**src/rtl/mult_div_ctrl_pkg.sv**
```systemverilog
// Shared types for the multiply/divide sequencing controller:
// state encoding, op codes and the data width.
package mult_div_pkg;

   localparam int XLEN = 32;

   typedef enum logic [1:0] {
      IDLE       = 2'b00,
      MULT_WAIT  = 2'b01,
      DIV_LAUNCH = 2'b10,
      DIV_WAIT   = 2'b11
   } state_t;

   typedef enum logic [1:0] {
      OP_MULT = 2'b00,
      OP_DIV  = 2'b01,
      OP_MTHI = 2'b10,
      OP_MTLO = 2'b11
   } op_t;

endpackage

```
**src/rtl/mult_div_ctrl_if.sv**
```systemverilog
// Execute-stage request bundle for the mult/div controller:
// request strobe and operands in, HI/LO and status out.
interface mult_div_ctrl_if
   import mult_div_pkg::*;
();
   logic            start;
   op_t             op;
   logic [XLEN-1:0] a;
   logic [XLEN-1:0] b;
   logic [XLEN-1:0] hi;
   logic [XLEN-1:0] lo;
   logic            busy;
   logic            done;
   logic            div_zero;

   modport master (
      output start, op, a, b,
      input  hi, lo, busy, done, div_zero
   );

   modport slave (
      input  start, op, a, b,
      output hi, lo, busy, done, div_zero
   );
endinterface

```
**src/rtl/mult_div_ctrl.sv**
```systemverilog
// Sequencer for the external multiplier and iterative divider;
// owns the architectural HI/LO registers and the busy stall.
module mult_div_ctrl
   import mult_div_pkg::*;
#(
   parameter int MULT_LAT = 2
) (
   input  logic            clock,
   input  logic            reset,
   mult_div_ctrl_if.slave  req,
   output logic [XLEN-1:0] mult_a,
   output logic [XLEN-1:0] mult_b,
   input  logic [XLEN-1:0] mult_hi,
   input  logic [XLEN-1:0] mult_low,
   output logic            div_start,
   output logic [XLEN-1:0] div_a,
   output logic [XLEN-1:0] div_b,
   input  logic            div_done,
   input  logic [XLEN-1:0] div_quot,
   input  logic [XLEN-1:0] div_rem
);

   localparam int CW = $clog2(MULT_LAT + 1);

   state_t          state;
   state_t          state_nxt;
   logic [CW-1:0]   cnt;
   logic [XLEN-1:0] hi_q;
   logic [XLEN-1:0] lo_q;
   logic            done_q;
   logic            dz_q;
   logic            busy_c;

   logic accept;
   logic b_zero;
   logic mult_go;
   logic div_go;
   logic div_z;
   logic mthi_go;
   logic mtlo_go;
   logic mult_fin;
   logic div_fin;

   assign accept   = (state == IDLE) && req.start;
   assign b_zero   = (req.b == '0);
   assign mult_go  = accept && (req.op == OP_MULT);
   assign div_go   = accept && (req.op == OP_DIV) && !b_zero;
   assign div_z    = accept && (req.op == OP_DIV) && b_zero;
   assign mthi_go  = accept && (req.op == OP_MTHI);
   assign mtlo_go  = accept && (req.op == OP_MTLO);
   assign mult_fin = (state == MULT_WAIT) && (cnt == '0);
   assign div_fin  = (state == DIV_WAIT) && div_done;

   always_ff @(posedge clock) begin
      if (reset) state <= IDLE;
      else       state <= state_nxt;
   end

   always_comb begin
      state_nxt = state;
      unique case (state)
         IDLE: begin
            if (mult_go)     state_nxt = MULT_WAIT;
            else if (div_go) state_nxt = DIV_LAUNCH;
         end
         MULT_WAIT:  if (mult_fin) state_nxt = IDLE;
         DIV_LAUNCH: state_nxt = DIV_WAIT;
         DIV_WAIT:   if (div_fin) state_nxt = IDLE;
         default:    state_nxt = IDLE;
      endcase
   end

   always_comb begin
      busy_c    = (state != IDLE);
      div_start = (state == DIV_LAUNCH);
   end

   // The multiplier port naming is crossed: mult_low is the upper word.
   always_ff @(posedge clock) begin
      if (reset) begin
         cnt    <= '0;
         hi_q   <= '0;
         lo_q   <= '0;
         done_q <= 1'b0;
         dz_q   <= 1'b0;
         mult_a <= '0;
         mult_b <= '0;
         div_a  <= '0;
         div_b  <= '0;
      end else begin
         done_q <= 1'b0;
         dz_q   <= 1'b0;
         if (cnt != '0) cnt <= cnt - CW'(1);
         unique case (1'b1)
            mult_go: begin
               mult_a <= req.a;
               mult_b <= req.b;
               cnt    <= CW'(MULT_LAT);
            end
            div_go: begin
               div_a <= req.a;
               div_b <= req.b;
            end
            div_z: begin
               done_q <= 1'b1;
               dz_q   <= 1'b1;
            end
            mthi_go: hi_q <= req.a;
            mtlo_go: lo_q <= req.a;
            mult_fin: begin
               lo_q   <= mult_hi;
               hi_q   <= mult_low;
               done_q <= 1'b1;
            end
            div_fin: begin
               lo_q   <= div_quot;
               hi_q   <= div_rem;
               done_q <= 1'b1;
            end
            default: ;
         endcase
      end
   end

   assign req.hi       = hi_q;
   assign req.lo       = lo_q;
   assign req.busy     = busy_c;
   assign req.done     = done_q;
   assign req.div_zero = dz_q;

endmodule
```
**src/flat_wrapper.sv**
```systemverilog
// flat-port wrapper written by rule: the top's interface ports become plain ports
module mult_div_ctrl_flat import mult_div_pkg::*;
#(
   parameter int MULT_LAT = 2
)
  (clock, reset, mult_a, mult_b, mult_hi, mult_low, div_start, div_a, div_b, div_done, div_quot, div_rem, req_start, req_op, req_a, req_b, req_hi, req_lo, req_busy, req_done, req_div_zero);
  mult_div_ctrl_if req_i ();
  input  logic clock;
  input  logic reset;
  output logic [XLEN-1:0] mult_a;
  output logic [XLEN-1:0] mult_b;
  input  logic [XLEN-1:0] mult_hi;
  input  logic [XLEN-1:0] mult_low;
  output logic div_start;
  output logic [XLEN-1:0] div_a;
  output logic [XLEN-1:0] div_b;
  input  logic div_done;
  input  logic [XLEN-1:0] div_quot;
  input  logic [XLEN-1:0] div_rem;
  input wire logic [$bits(req_i.start)-1:0] req_start;
  input wire logic [$bits(req_i.op)-1:0] req_op;
  input wire logic [$bits(req_i.a)-1:0] req_a;
  input wire logic [$bits(req_i.b)-1:0] req_b;
  output wire logic [$bits(req_i.hi)-1:0] req_hi;
  output wire logic [$bits(req_i.lo)-1:0] req_lo;
  output wire logic [$bits(req_i.busy)-1:0] req_busy;
  output wire logic [$bits(req_i.done)-1:0] req_done;
  output wire logic [$bits(req_i.div_zero)-1:0] req_div_zero;
  assign req_i.start = req_start;
  assign req_i.op = req_op;
  assign req_i.a = req_a;
  assign req_i.b = req_b;
  assign req_hi = req_i.hi;
  assign req_lo = req_i.lo;
  assign req_busy = req_i.busy;
  assign req_done = req_i.done;
  assign req_div_zero = req_i.div_zero;
  mult_div_ctrl #(.MULT_LAT(MULT_LAT)) u_core (.clock(clock), .reset(reset), .req(req_i), .mult_a(mult_a), .mult_b(mult_b), .mult_hi(mult_hi), .mult_low(mult_low), .div_start(div_start), .div_a(div_a), .div_b(div_b), .div_done(div_done), .div_quot(div_quot), .div_rem(div_rem));
endmodule
```
**config.mk**
```make
export PLATFORM = sky130hd
export DESIGN_NAME = mult_div_ctrl_flat
export DESIGN_NICKNAME = d
export VERILOG_FILES = /design/src/rtl/mult_div_ctrl_pkg.sv /design/src/rtl/mult_div_ctrl_if.sv /design/src/rtl/mult_div_ctrl.sv /design/src/flat_wrapper.sv
export SDC_FILE = /design/constraint.sdc
export NUM_CORES = 1
export LEC_CHECK = 0
export ABC_AREA = 1
export BUFFER_PORTS_ARGS = -buffer_cell sky130_fd_sc_hd__buf_4
export CORE_MARGIN = 8
export CORE_UTILIZATION = 48
export CTS_CLUSTER_DIAMETER = 80
export CTS_CLUSTER_SIZE = 16
export DETAILED_ROUTE_END_ITERATION = 16
export PLACE_DENSITY = 0.81
export SYNTH_ARGS = -nofsm -noshare
export SYNTH_HDL_FRONTEND = slang
export SYNTH_SLANG_ARGS = --single-unit
```
**constraint.sdc**
```tcl
create_clock -name clock -period 1.75 [get_ports clock]
set_clock_uncertainty 0.15 [all_clocks]
set_input_delay 0.175 -clock clock [delete_from_list [all_inputs] [get_ports clock]]
set_output_delay 0.175 -clock clock [all_outputs]
set_load 0.03 [all_outputs]
```
# Yosys cells after proc, flatten, opt, wreduce, memory -nomap -nowiden
# Cells that the tools add are included.
[word_totals] output_inout_bits=196 regBits=198
[classes] n_eq_ne=9 reduce_logical=22 n_addsub=1 muxes=11
[op_table] cell="32-bit case mux with 3 select lines" count=2
[op_table] cell="32-bit logical NOT" count=1
[op_table] cell="2-bit 2-to-1 mux" count=6
[op_table] cell="1-bit logical AND" count=9
[op_table] cell="2-bit == test, second input constant" count=4
[op_table] cell="2-bit case mux with 4 select lines" count=1
[op_table] cell="2-bit logical NOT" count=3
[op_table] cell="2-bit nonzero test" count=3
[op_table] cell="3-bit nonzero test" count=2
[op_table] cell="2-bit by 1-bit == test with 1-bit output, second input constant" count=2
[op_table] cell="2-bit by 1-bit inequality test with 1-bit output, second input constant" count=2
[op_table] cell="3-bit by 1-bit inequality test with 1-bit output, second input constant" count=1
[op_table] cell="3-bit AND reduction" count=1
[op_table] cell="3-bit OR reduction" count=1
[op_table] cell="1-bit 2-to-1 mux" count=2
[op_table] cell="2-bit OR reduction" count=1
[op_table] cell="2-bit by 1-bit subtractor with 2-bit output, second input constant" count=1
[op_table] cell="1-bit logical NOT" count=1

# Depth between registers and ports, before layout
[depth] word_depth=7 mapped_depth=10

# Worst setup path after synthesis
# No wires, ideal clock.
[synth_path] path_kind="reg-to-reg" startpoint="register u_core.state[0]" endpoint="register u_core.lo_q[21], in the netlist u_core.req.lo[21]" path_buffers=1 t_required_ns=1.484 path_stages_with_launch=11 arrival_ns=1.316 slack_ns=0.168 path_cell_list="dfxtp_1 > inv_2 > nor2_1 > nand2_1 > nand2_1 > inv_2 > o31ai_2 > inv_2 > clkbuf_1 > nor2_1 > nor2_1"
[synth_via] elab_chain_cells=4 word_cells_on_any_way=9
[synth_rtl] item="from (decl)" line_no="mult_div_ctrl.sv:25" rtl="state_t state;"
[synth_rtl] item="from (signal assigned)" line_no="mult_div_ctrl.sv:56" rtl="else state <= state_nxt;"
[synth_rtl] item="2-bit logical NOT" line_no="mult_div_ctrl.sv:44" rtl="assign accept = (state == IDLE) && req.start;"
[synth_rtl] item="1-bit logical AND" line_no="mult_div_ctrl.sv:44"
[synth_rtl] item="1-bit logical AND" line_no="mult_div_ctrl.sv:50" rtl="assign mtlo_go = accept && (req.op == OP_MTLO);"
[synth_rtl] item="32-bit case mux with 3 select lines or 3-bit nonzero test (tied branches)"
[synth_rtl] item="to (signal assigned)" line_no="mult_div_ctrl.sv:109" rtl="mtlo_go: lo_q <= req.a;"
[synth_rtl] item="to (signal assigned)" line_no="mult_div_ctrl.sv:111" rtl="lo_q <= mult_hi;"
[synth_rtl] item="to (signal assigned)" line_no="mult_div_ctrl.sv:116" rtl="lo_q <= div_quot;"
[synth_rtl] item="to (decl)" line_no="mult_div_ctrl.sv:29" rtl="logic [XLEN-1:0] lo_q;"
# Parallel ways exist; a longest one is shown, timed or not.
# A chain may end at the register's enable or synchronous reset.

# Worst setup path in the final report
[layout_path] startpoint="input req_b[11]" endpoint="register u_core.div_b[18]"
[layout_via] elab_chain_cells=3
[layout_rtl] item="from (decl)" line_no="flat_wrapper.sv:23" rtl="input wire logic [$bits(req_i.b)-1:0] req_b;"
[layout_rtl] item="32-bit logical NOT" line_no="mult_div_ctrl.sv:45" rtl="assign b_zero = (req.b == '0);"
[layout_rtl] item="1-bit logical NOT" line_no="mult_div_ctrl.sv:47" rtl="assign div_go = accept && (req.op == OP_DIV) && !b_zero;"
[layout_rtl] item="1-bit logical AND" line_no="mult_div_ctrl.sv:47"
[layout_rtl] item="to (signal assigned)" line_no="mult_div_ctrl.sv:102" rtl="div_b <= req.b;"
[layout_rtl] item="to (decl)" line_no="mult_div_ctrl.sv:17" rtl="output logic [XLEN-1:0] div_b,"
# Every way passes these cells.

==> impl_metrics.csv <==
group,metric,value,unit
final_layout,antennaDiodeCount,0,
pwr,power_density,985,nW/um^2
synth,yosysTopAreaCell,"dfxtp_1",
detailed_routing,drtAntennaViolNets,0,
final_layout,final_cells,2048,
setup_path,setup.worst_path.end_class,"register",
pwr,pwr-share-comb,0.360,
setup_path,crit_required,1.96,ns
placement,post_dp_cell_area,12100,sq um
synth,syn_area,8830,sq um
synth,synth_area_leaders,"dfxtp_1 45%, nor2_1 12%, nand3_1 11%, nand2_1 7.6%, o21ai_0 5.3%",
setup_path,r2r_cells,10,
worst_hold_path,holdPathStages,5,
detailed_routing,drc,0,
synth,synth.avg_cell_area,6.76,sq um
sta,fmax,531,MHz
synth,ys_seq_elements,198,
detailed_routing,routed_wl,42900,microns
synth,synth_nets,1504,
pwr,leakage,0.00708,uW
global_routing,overflow,0,
floorplan,die_h,152,microns
synth,ys_async_sr_fraction,0,
global_routing,antenna_found_initial,0,
synth,ys_top_cells_by_count,"283 x nor2_1, 198 x dfxtp_1, 195 x nand3_1",
pwr,seqPwrFrac,0.375,
clocking,cts_tree,"built",
global_routing,grt_busiest_layer,"met2",
synth,ys_warn_count,0,
synth,yosysMostFrequentCell,"nor2_1",
detailed_routing,vias,11723,
sta,hold_viol,0,
run_status,status,"complete, but fails checks",
clocking,clk_pin_slew,0.08,ns
global_routing,globalRouteTotalUtil,0.339,
clocking,insertion_delay,0.43,ns
sta,setup_viol,65,
pwr,clockPowerShare,0.264,
global_routing,grt_max_degree,98,
synth,syn_inst,1306,
global_routing,grt_use_met2,0.542,
setup_path,crit_fanout,17,
final_layout,finalInstanceArea,14600,sq um
setup_path,cp.arrival,2.09,ns
run_status,violations,"setup timing",
final_layout,drive_gt1_frac,0.285,
pwr,fin_total_pwr,14400,uW
flow_run,drv_cap,0,
detailed_routing,wl_per_cell,20.9,microns
sta,worstMarginPinSlew,0.446,ns
pwr,ir_worst_vdd,750,uV
sta,whs,0.0123,ns
sta,fin_crit_sh,1.08,
clocking,numCtsBuffers,17,
global_routing,grt_pass1_vias,11222,
sta,min_period,1.88,ns
sta,slew_headroom,0.703,
pwr,p_sw,5470,uW
floorplan,die_area,23000,sq um
floorplan,ioPinCount,394,
clocking,clockBufferDepth,2,
setup_path,critPathLaunchType,"input port",
detailed_routing,viasPerCell,5.72,
floorplan,rows,49,
clocking,clockRootBuffer,"clkbuf_16",
clocking,h-tree-depth,4,
pwr,intPower,8880,uW
sta,drv_slew,0,
final_layout,syn_to_final_growth,65.1,%
setup_path,crit_type,"input port to register",
placement,place_inst,1857,
synth,ys_seq_area_frac,0.449,
final_layout,fin_util,0.808,
detailed_routing,drtIter0Drc,1231,
global_routing,grt_pass1_wl,61300,microns
placement,port-buffer-count,393,
sta,worst_slack,-0.132,ns
synth,yosysUniqueCellTypes,22,
global_routing,met3_usage,0.0992,
final_layout,nets,2005,
floorplan,start_util,0.490,
synth,synth_top_cell_area_share,0.449,
worst_hold_path,hold_path.class,"input port to register",
sta,rsz0062_at_grt,"true",
detailed_routing,dr.pass1.iters,6,
clocking,cts.sinks,198,
placement,gp_congestion,0.986,
global_routing,met1_usage,0.394,
synth,synth_ff_type,"dfxtp_1",
synth,synth_edf_count,0,
placement,dp_hpwl,26900,microns
floorplan,fp.coreArea,18000,sq um
pwr,netSwitchingFraction,0.381,
floorplan,dieWidth,152,microns
-- metal layers --
metal | up-vias | share of wire
met2 | 956 | 0.46
met4 | 0 | 0.072
met3 | 209 | 0.13
met5 | - | 0
met1 | 5308 | 0.34
li1 | 5250 | -
-- stage by stage --
stage | TNS, ns | worst slack (ns)
2_1_floorplan | 0 | 0.168
3_3_place_gp | 0 | 0.00664
3_5_place_dp | -1.11 | -0.0661
4_1_cts | 0 | 0.000924
5_1_grt | -6.43 | -0.171
6_report | -2.92 | -0.132
-- path summary, 6_finish.rpt --
| kind | startpoint | to | slack (ns) |
|---|---|---|---|
| setup / recovery | req_b[11] | u_core.div_b[18]$_SDFFE_PP0P_ | -0.13 |
| hold / removal | mult_low[19] | u_core.req.hi[19]$_SDFFE_PP0P_ | 0.01 |
| setup reg to reg | u_core.state[0]$_SDFFE_PP0P_ | u_core.req.lo[15]$_SDFFE_PP0P_ | 0 |
| hold reg to reg | u_core.div_a[15]$_SDFFE_PP0P_ | u_core.div_a[15]$_SDFFE_PP0P_ | 0.33 |
-- area by class of cell --
type	count	area, sq um
multi-input cells	894	4180
clock inverters	14	139
inverters	109	422
repair buffers	587	5150
fillers	1124	3450
flip-flops and latches	198	3970
clock buffers	17	425
well taps	229	287
-- cell usage in the layout (no fill, tap or decap), types with 7 or more instances in the layout --
master	netlist	routed
nor2_4	1	7
inv_1	104	102
o21ai_0	93	87
clkbuf_16	0	22
nand2_1	178	171
nand2_2	0	7
dfxtp_1	198	196
nor2_1	283	259
a21oi_1	66	66
buf_4	0	408
buf_12	0	20
nand3_1	195	194
dlygate4sd3_1	0	148
nor2_2	0	18
nand4_1	65	65
o21ai_1	5	9
-- flip-flops by register name (all words and copies together) (netlist names) --
signal               flops
u_core.req.lo           32
u_core.cnt               2
u_core.mult_a           32
u_core.state             2
u_core.req.hi           32
u_core.div_b            32
u_core.div_a            32
u_core.mult_b           32
u_core.req.done          1
u_core.req.div_zero      1
-- cell families after synthesis --
logic type / Yosys count / share of synthesized area
AO/OA/AOI/OAI: 168 / 0.0972
buffers and inverters: 214 / 0.0959
AND/OR/NAND/NOR: 726 / 0.358
flip-flops: 198 / 0.449
-- power by group through the flow --
stage	Clock, uW	Combinational (uW)	Sequential, uW
finish	3800	5170	5390
global route	4000	5440	5420
CTS	3810	4840	5340
detailed placement	0	4480	5440
global placement	0	4410	5430
floorplan	0	1620	6340
-- what timing repair did --
item                       4_1_cts  5_1_grt
resized for setup                7       58
setup endpoints to repair       32      112
pin swaps                        1       15
hold endpoints to repair       188        0
hold buffers                   148        0
setup buffers                    2        4
gates cloned                     1        5
-- worst max-delay path, cell delays in order --
cell	delay [ns]
dlygate4sd3_1	0.57
buf_4	0.16
nor2_4	0.11
nand2_2	0.11
nor2_4	0.18
nand4_1	0.15
buf_6	0.18
buf_12	0.15
nand3_1	0.08
nand2_1	0.08
nor2_1	0.15
Power figures use the tool's default switching activity.
